$ cat config.mk
export PLATFORM = sky130hd
export DESIGN_NAME = ham_scrub_ctrl
export DESIGN_NICKNAME = d
export VERILOG_FILES = /design/src/rtl/ham_scrub_ctrl.sv
export SDC_FILE = /design/constraint.sdc
export NUM_CORES = 1
export LEC_CHECK = 0
export CORE_MARGIN = 2
export CORE_UTILIZATION = 45
export CTS_BUF_LIST = sky130_fd_sc_hd__clkbuf_8 sky130_fd_sc_hd__clkbuf_16
export DETAILED_ROUTE_END_ITERATION = 10
export HOLD_SLACK_MARGIN = 0.08
export PLACE_DENSITY = 0.92
export SLEW_MARGIN = 10
export SYNTH_ARGS = -nofsm -noshare
export SYNTH_HDL_FRONTEND = slang
export SYNTH_SLANG_ARGS = --single-unit
$ cat constraint.sdc
create_clock -name clock -period 3.4 [get_ports clock]
set_clock_uncertainty 0.05 [all_clocks]
set_input_delay 0.51 -clock clock [delete_from_list [all_inputs] [get_ports clock]]
set_output_delay 0.51 -clock clock [all_outputs]
set_load 0.02 [all_outputs]
$ cat src/rtl/ham_scrub_ctrl.sv
// Memory scrubber: walks BASE..LAST, runs each word through an external
// hamFix corrector and writes back any word the corrector changed.
// Ports: clock, reset (async, active-high), start pulse, stop level,
//   busy/done status, mem_addr/mem_rd/mem_rdata/mem_wr/mem_wdata memory port,
//   fix_in/fix_out corrector port, err_count, last_err_addr, last_err_flip.
// Optional logging of the last corrected word: define HAM_SCRUB_LOG_EN.
module ham_scrub_ctrl #(
  parameter int ADDR_W = 8,
  parameter int BASE   = 0,
  parameter int LAST   = 255,
  parameter int CNT_W  = 16
) (
  input  logic              clock,
  input  logic              reset,
  input  logic              start,
  input  logic              stop,
  output logic              busy,
  output logic              done,
  output logic [ADDR_W-1:0] mem_addr,
  output logic              mem_rd,
  input  logic [14:0]       mem_rdata,
  output logic              mem_wr,
  output logic [14:0]       mem_wdata,
  output logic [14:0]       fix_in,
  input  logic [14:0]       fix_out,
  output logic [CNT_W-1:0]  err_count,
  output logic [ADDR_W-1:0] last_err_addr,
  output logic [14:0]       last_err_flip
);

  localparam logic [ADDR_W-1:0] BASE_A  = ADDR_W'(BASE);
  localparam logic [ADDR_W-1:0] LAST_A  = ADDR_W'(LAST);
  localparam logic [CNT_W-1:0]  CNT_MAX = '1;

  typedef enum logic [2:0] {
    IDLE, READ, CAPT, FIX, CHK, WRITE, NEXT, DONE
  } state_t;

  state_t state, nstate;

  logic [ADDR_W-1:0] addr;
  logic [14:0]       raw;
  logic [14:0]       wdata;
  logic [CNT_W-1:0]  cnt;
  logic              differ;
  logic              finish;

  assign differ = (fix_out != raw);
  assign finish = (addr == LAST_A) || stop;

  always_ff @(posedge clock or posedge reset) begin
    if (reset) state <= IDLE;
    else       state <= nstate;
  end

  always_comb begin
    nstate = state;
    unique case (state)
      IDLE:    if (start) nstate = READ;
      READ:    nstate = CAPT;
      CAPT:    nstate = FIX;
      FIX:     nstate = CHK;
      CHK:     nstate = differ ? WRITE : NEXT;
      WRITE:   nstate = NEXT;
      NEXT:    nstate = finish ? DONE : READ;
      DONE:    nstate = IDLE;
      default: nstate = IDLE;
    endcase
  end

  // Strobes decode straight from the state register so that reset
  // removes them at once, mid-cycle.
  assign busy   = (state != IDLE);
  assign done   = (state == DONE);
  assign mem_rd = (state == READ);
  assign mem_wr = (state == WRITE);

  always_ff @(posedge clock or posedge reset) begin
    if (reset) begin
      addr  <= BASE_A;
      raw   <= '0;
      wdata <= '0;
      cnt   <= '0;
    end else begin
      case (state)
        IDLE: if (start) begin
          addr <= BASE_A;
          cnt  <= '0;
        end
        CAPT:  raw <= mem_rdata;
        CHK:   if (differ) wdata <= fix_out;
        WRITE: if (cnt != CNT_MAX) cnt <= cnt + CNT_W'(1);
        NEXT:  if (!finish) addr <= addr + ADDR_W'(1);
        DONE:  addr <= BASE_A;
        default: ;
      endcase
    end
  end

  assign mem_addr  = addr;
  assign mem_wdata = wdata;
  assign fix_in    = raw;
  assign err_count = cnt;

`ifdef HAM_SCRUB_LOG_EN
  logic [ADDR_W-1:0] la;
  logic [14:0]       flip;

  // wdata holds the corrector output captured in CHK, so raw^wdata is
  // exactly the set of bits the corrector flipped.
  always_ff @(posedge clock or posedge reset) begin
    if (reset) begin
      la   <= '0;
      flip <= '0;
    end else if (state == WRITE) begin
      la   <= addr;
      flip <= raw ^ wdata;
    end
  end

  assign last_err_addr = la;
  assign last_err_flip = flip;
`else
  assign last_err_addr = '0;
  assign last_err_flip = '0;
`endif

endmodule
==> results of run 1 <==
[per-layer routing]
metal / up-vias / routed length (um) / track usage, %
met3: 11 / 705 / 7.51
met4: 0 / 125 / 9.09
met1: 1144 / 2960 / 25.5
met2: 126 / 3370 / 33.5
li1: 1175 / - / -
met5: - / 0 / 0
[final timing paths]
kind,startpoint,to,slack (ns)
setup reg to reg,fix_in[11],mem_wdata[12],0.98
setup / recovery,state[1],mem_wr,0.75
hold / removal,mem_wdata[2],mem_wdata[2],0.45
max in group asynchronous,reset,err_count[13],2.13
min in group asynchronous,reset,mem_wdata[9],0.69
hold reg to reg,mem_wdata[2],mem_wdata[2],0.45
[kinds of logic after synthesis]
family | count (synthesis)
compound gates | 45
xor+xnor | 19
fa+ha+maj | 2
buf+inv | 41
flops | 57
mux | 31
other cells | 1
simple gates | 89
[metrics by stage]
stage,utilization (%),worst slack (ns)
floorplan,-,1.33
global placement,60.7,0.520
detailed placement,60.7,0.414
CTS,63.7,0.727
global route,63.7,0.618
finish,63.7,0.746
[cells in the mapped netlist, types with 3 or more instances]
cell type / number / share of area, %
mux2_2: 30 / 11
and4_1: 5 / 1.5
a21oi_1: 14 / 2.3
clkbuf_1: 5 / 0.62
dfrtp_1: 57 / 47
nor3_1: 8 / 1.3
nand4_1: 8 / 1.7
buf_4: 25 / 6.2
xnor2_1: 15 / 4.4
nand2_1: 21 / 2.6
xor2_1: 4 / 1.2
or4_1: 3 / 0.75
o21ai_0: 12 / 2.0
nand3_1: 12 / 2.0
buf_2: 3 / 0.50
nor2_1: 14 / 1.7
inv_1: 8 / 1.0
[sequential cells by signal, indices dropped and copies added (netlist names)]
signal     cells
err_count     16
fix_in        15
mem_addr       8
mem_wdata     15
state          3
[cell type report]
cell class,count,area [um^2],area share [%]
clock inverters,6,51.3,1.25
clock buffers,10,138,3.36
repair buffers,94,933,22.8
well taps,77,96.3,2.36
inverters,8,30.0,0.734
multi-input cells,209,1420,34.6
flip-flops and latches,57,1430,34.9
[cell usage in the layout, fill, tap and decap left out, drive strengths merged, types with 2 or more instances in the layout]
cell and count:
xor2 4, a21oi 15, mux2 30, xnor2 15, dfrtp 57, conb 23
a41oi 2, nor2 14, or2 2, nor3 8, and4 5, clkinv 2
o21ai 13, nand3 12, o211ai 2, nand4 9, buf 3, clkdlybuf4s50 91
inv 11, o31ai 2, or4 3, a211oi 2, a21o 2, or3 2
ha 2, nor4 2, clkbuf 10, nand2 21
[where the power goes]
group	internal (mW)	switching, mW
clock network	0.348	0.258
logic	0.781	0.743
registers	0.906	0.257
==> flow_summary.toml, run 1 <==
[status]
outcome = "complete, but fails checks"
violations = "DRC"

[setup_path]
cpPeakStageDelay_ns = 0.68
worst_ep_required_time_ns = 2.84
critPathMaxFanout = 17
start_kind = "register"
cp.arrival_ns = 2.09
cp_slowest_cell = "clkdlybuf4s50_1"
critPathBufInv = 1
critPathKind = "register to output port"
cp-end-kind = "output port"
ff2ff_path_depth = 5
cp_num_cells = 2
cp_cell_sequence = "and3b_1 -> clkdlybuf4s50_1"
path_delay_family = "buffers and inverters"

[synth]
synth_edf_count = 0
synth.area.mux_share_pct = 11.6
synth-simple-area-share_pct = 16.3
yosysWarnings = 0
yosysUniqueCellTypes = 50
ys_ff_latch = 57
synth_top_family_by_area = "simple AND/OR/NAND/NOR gates"
syn_area_um2 = 3010
synthXorXnorAreaFrac_pct = 5.54
async_flop_share_pct = 100
synthesis.instances = 285
yosysSeqAreaShare_pct = 47.5
synth_compound_area_share_pct = 9.83
syn_area_per_cell_um2 = 10.5
synth_fa_ha_area_share_pct = 0.833
synth_flop_cell = "dfrtp_1"

[detailed_routing]
dr.pass1.iters = 10
antenna_left = 0
via_per_inst = 5.33
drc = 9
wire_per_inst_um = 15.5
drt_iter0_markers = 112
wl_um = 7160
vias = 2456

[clocking]
htree_levels = 3
cts_num_sinks = 57
root_buffer = "clkbuf_8"
post_cts_buffers = 0
cts_tree = "yes"
numCtsBuffers = 9
cts_resized = 0
clk_path_buf_depth = 2
cts.reportedPaths.clkPinSlew_ns = 0.06
ctsHoldBuffers = 0
insertion_delay_ns = 0.33

[die]
die_w_um = 85.7
row_count = 29
initial_utilization_pct = 46.8
die_area_um2 = 7350
io_pins = 115
fp.coreArea_um2 = 6420
dieHeight_um = 85.7

[final_layout]
diodes = 0
finalNetCount = 415
fin_cells = 461
layout-drive-gt1-share_pct = 14.3
fin_area_um2 = 4090
fill_cells = 484
syn2layout_area_growth_pct = 36.1

[timing]
final-max-slew-violation-count = 0
setup_tns_ns = 0
setup_viol = 0
finalHoldViolations = 0
fin_crit_sh_pct = 78.1
rsz0062_at_grt = "no"
worst_slew_pin_slew_ns = 0.848
fmax_ghz = 0.377
whs_ns = 0.455
max_slew_margin_pct = 42.8
period_minus_slack_ns = 2.65

[hold_path]
hold_path_depth = 1
worstHoldPathType = "register to register"

[global_route]
grt_max_degree = 58
grt_overflow = 0
grtUsageTotal_pct = 20.9
antenna_found_initial = 0
grt_pass1_wl_um = 12000
grt_pass1_vias = 2467

[placement]
portBuffers = 91
dpl_cell_area_um2 = 3900
gp_congestion = 0.892
dpl.cell_count = 445
place_hpwl_um = 5280

[job]
cap_violations = 0

[pwr]
finalPower_mw = 3.29
p_per_area_nw_per_um2 = 805
ir_worst_vdd_uv = 620
p_leak_nw = 1.70
Power figures use the tool's default switching activity.
==> run 2: changes to the inputs <==
Settings changed: CORE_UTILIZATION 45 to 40, PLACE_DENSITY 0.92 to 0.87.
Clock period 3.4 ns to 2.1 ns, I/O delays scaled along.
==> flow_summary.toml, run 2 (synthesized netlist as in run 1, its figures left out) <==
[timing]
worst_slew_pin_slew_ns = 0.601
final-max-slew-violation-count = 0
setup_viol = 0
rsz0062_at_grt = "no"
fin_crit_sh_pct = 95.3
finalHoldViolations = 0
period_minus_slack_ns = 2.00
fmax_ghz = 0.500
max_slew_margin_pct = 59.8

[detailed_routing]
drt_iter0_markers = 183
dr.pass1.iters = 4
vias = 2498
wl_um = 7310
wire_per_inst_um = 14.6
drc = 0
via_per_inst = 4.99
antenna_left = 0

[die]
initial_utilization_pct = 41.4
die_w_um = 90.7
dieHeight_um = 90.7
fp.coreArea_um2 = 7250
die_area_um2 = 8220
row_count = 31
io_pins = 115

[setup_path]
ff2ff_path_depth = 6
cp-end-kind = "register"
critPathMaxFanout = 4
start_kind = "input port"
r2r_start = "err_count[0]"
cp.arrival_ns = 2.21
worst_ep_required_time_ns = 2.31
timing.reg2reg.setup_slack_ns = 0.15
critPathKind = "input port to register"
regToRegEndpoint = "err_count[6]"

[final_layout]
finalNetCount = 433
post-route-util_pct = 59.5
fill_cells = 591
largest_register_ffs = 16
diodes = 0
syn2layout_area_growth_pct = 43.6
fin_cells = 501
layout-drive-gt1-share_pct = 19.2
final_common_cell = "clkdlybuf4s50_1"
final_cell_mix = "87 x clkdlybuf4s50_1, 57 x dfrtp_1, 30 x mux2_2"

[placement]
portBuffers = 91
place_hpwl_um = 5350
gp_congestion = 0.861
dpl.cell_count = 485

[clocking]
root_buffer = "clkbuf_8"
cts_tree = "yes"
post_cts_buffers = 0
htree_levels = 3
ctsHoldBuffers = 0
cts.reportedPaths.clkPinSlew_ns = 0.07
clk_path_buf_depth = 2
cts_num_sinks = 57
insertion_delay_ns = 0.33
numCtsBuffers = 9

[global_route]
grt_max_degree = 58
grt_pass1_vias = 2451
antenna_found_initial = 0
grt_pass1_wl_um = 12000
grtUsageTotal_pct = 18.2
grt_overflow = 0

[pwr]
p_per_area_nw_per_um2 = 1310
ir_worst_vdd_uv = 925
finalPower_mw = 5.64
p_leak_nw = 1.83

[hold_path]
worstHoldPathType = "input port to async pin"

[job]
cap_violations = 0

[status]
outcome = "finished clean"
[run 2: repair_timing]
action | CTS | global route
gates resized for setup | 4 | 2
setup endpoints to repair | 3 | 16
endpoints found under the hold margin | 0 | 0
[run 2: worst max-delay path, cell delays in order]
cell and delay [ns]:
clkdlybuf4s50_1 0.50, or3b_4 0.42, a21oi_4 0.22, o21ai_2 0.08, or4_1 0.50, a21oi_1 0.17
[run 2: metrics by stage]
stage | setup TNS (ns) | instance area, um^2 | hold slack, ns | worst slack, ns
after global routing | 0 | 4320 | 0.353 | 0.0118
after CTS | 0 | 4310 | 0.337 | 0.0106
after floorplan | 0 | 3090 | 0.415 | 0.0259
final | 0 | 4320 | 0.329 | 0.0987
after detailed placement | -5.01 | 4090 | 0.446 | -0.253
after global placement | -3.71 | 4090 | 0.437 | -0.192
[run 2: metal layers]
metal / global-route usage (%) / up-vias / routed length [um]
met1: 23.0 / 1183 / 3180
li1: - / 1199 / -
met4: 6.15 / 0 / 108
met3: 7.76 / 9 / 728
met2: 28.0 / 107 / 3300
met5: 0 / - / 0
[run 2: worst max-delay path by stage]
stage | slack, ns | cells past startpoint | to | from
final | 0.1 | 6 | err_count[6] | start
after global routing | 0.01 | 4 | busy | state[2]
after CTS | 0.01 | 3 | done | state[2]
after detailed placement | -0.25 | 7 | mem_wdata[14] | fix_out[1]
after global placement | -0.19 | 7 | mem_wdata[1] | fix_out[1]
after floorplan | 0.03 | 7 | mem_wdata[0] | fix_in[8]
[run 2: cell type report]
type / count / area [um^2] / area share, %
timing repair buffer: 112 / 1090 / 25.3
inverter: 8 / 30.0 / 0.696
clock buffer: 10 / 138 / 3.19
sequential: 57 / 1430 / 33.1
multi-input combinational: 209 / 1420 / 33.0
tap: 99 / 124 / 2.87
clock inverter: 6 / 82.6 / 1.91
[run 2: where the power goes]
part / internal [mW] / switching, mW / total [mW]
clock: 0.694 / 0.449 / 1.14
combinational: 1.39 / 1.32 / 2.71
sequential: 1.47 / 0.318 / 1.79
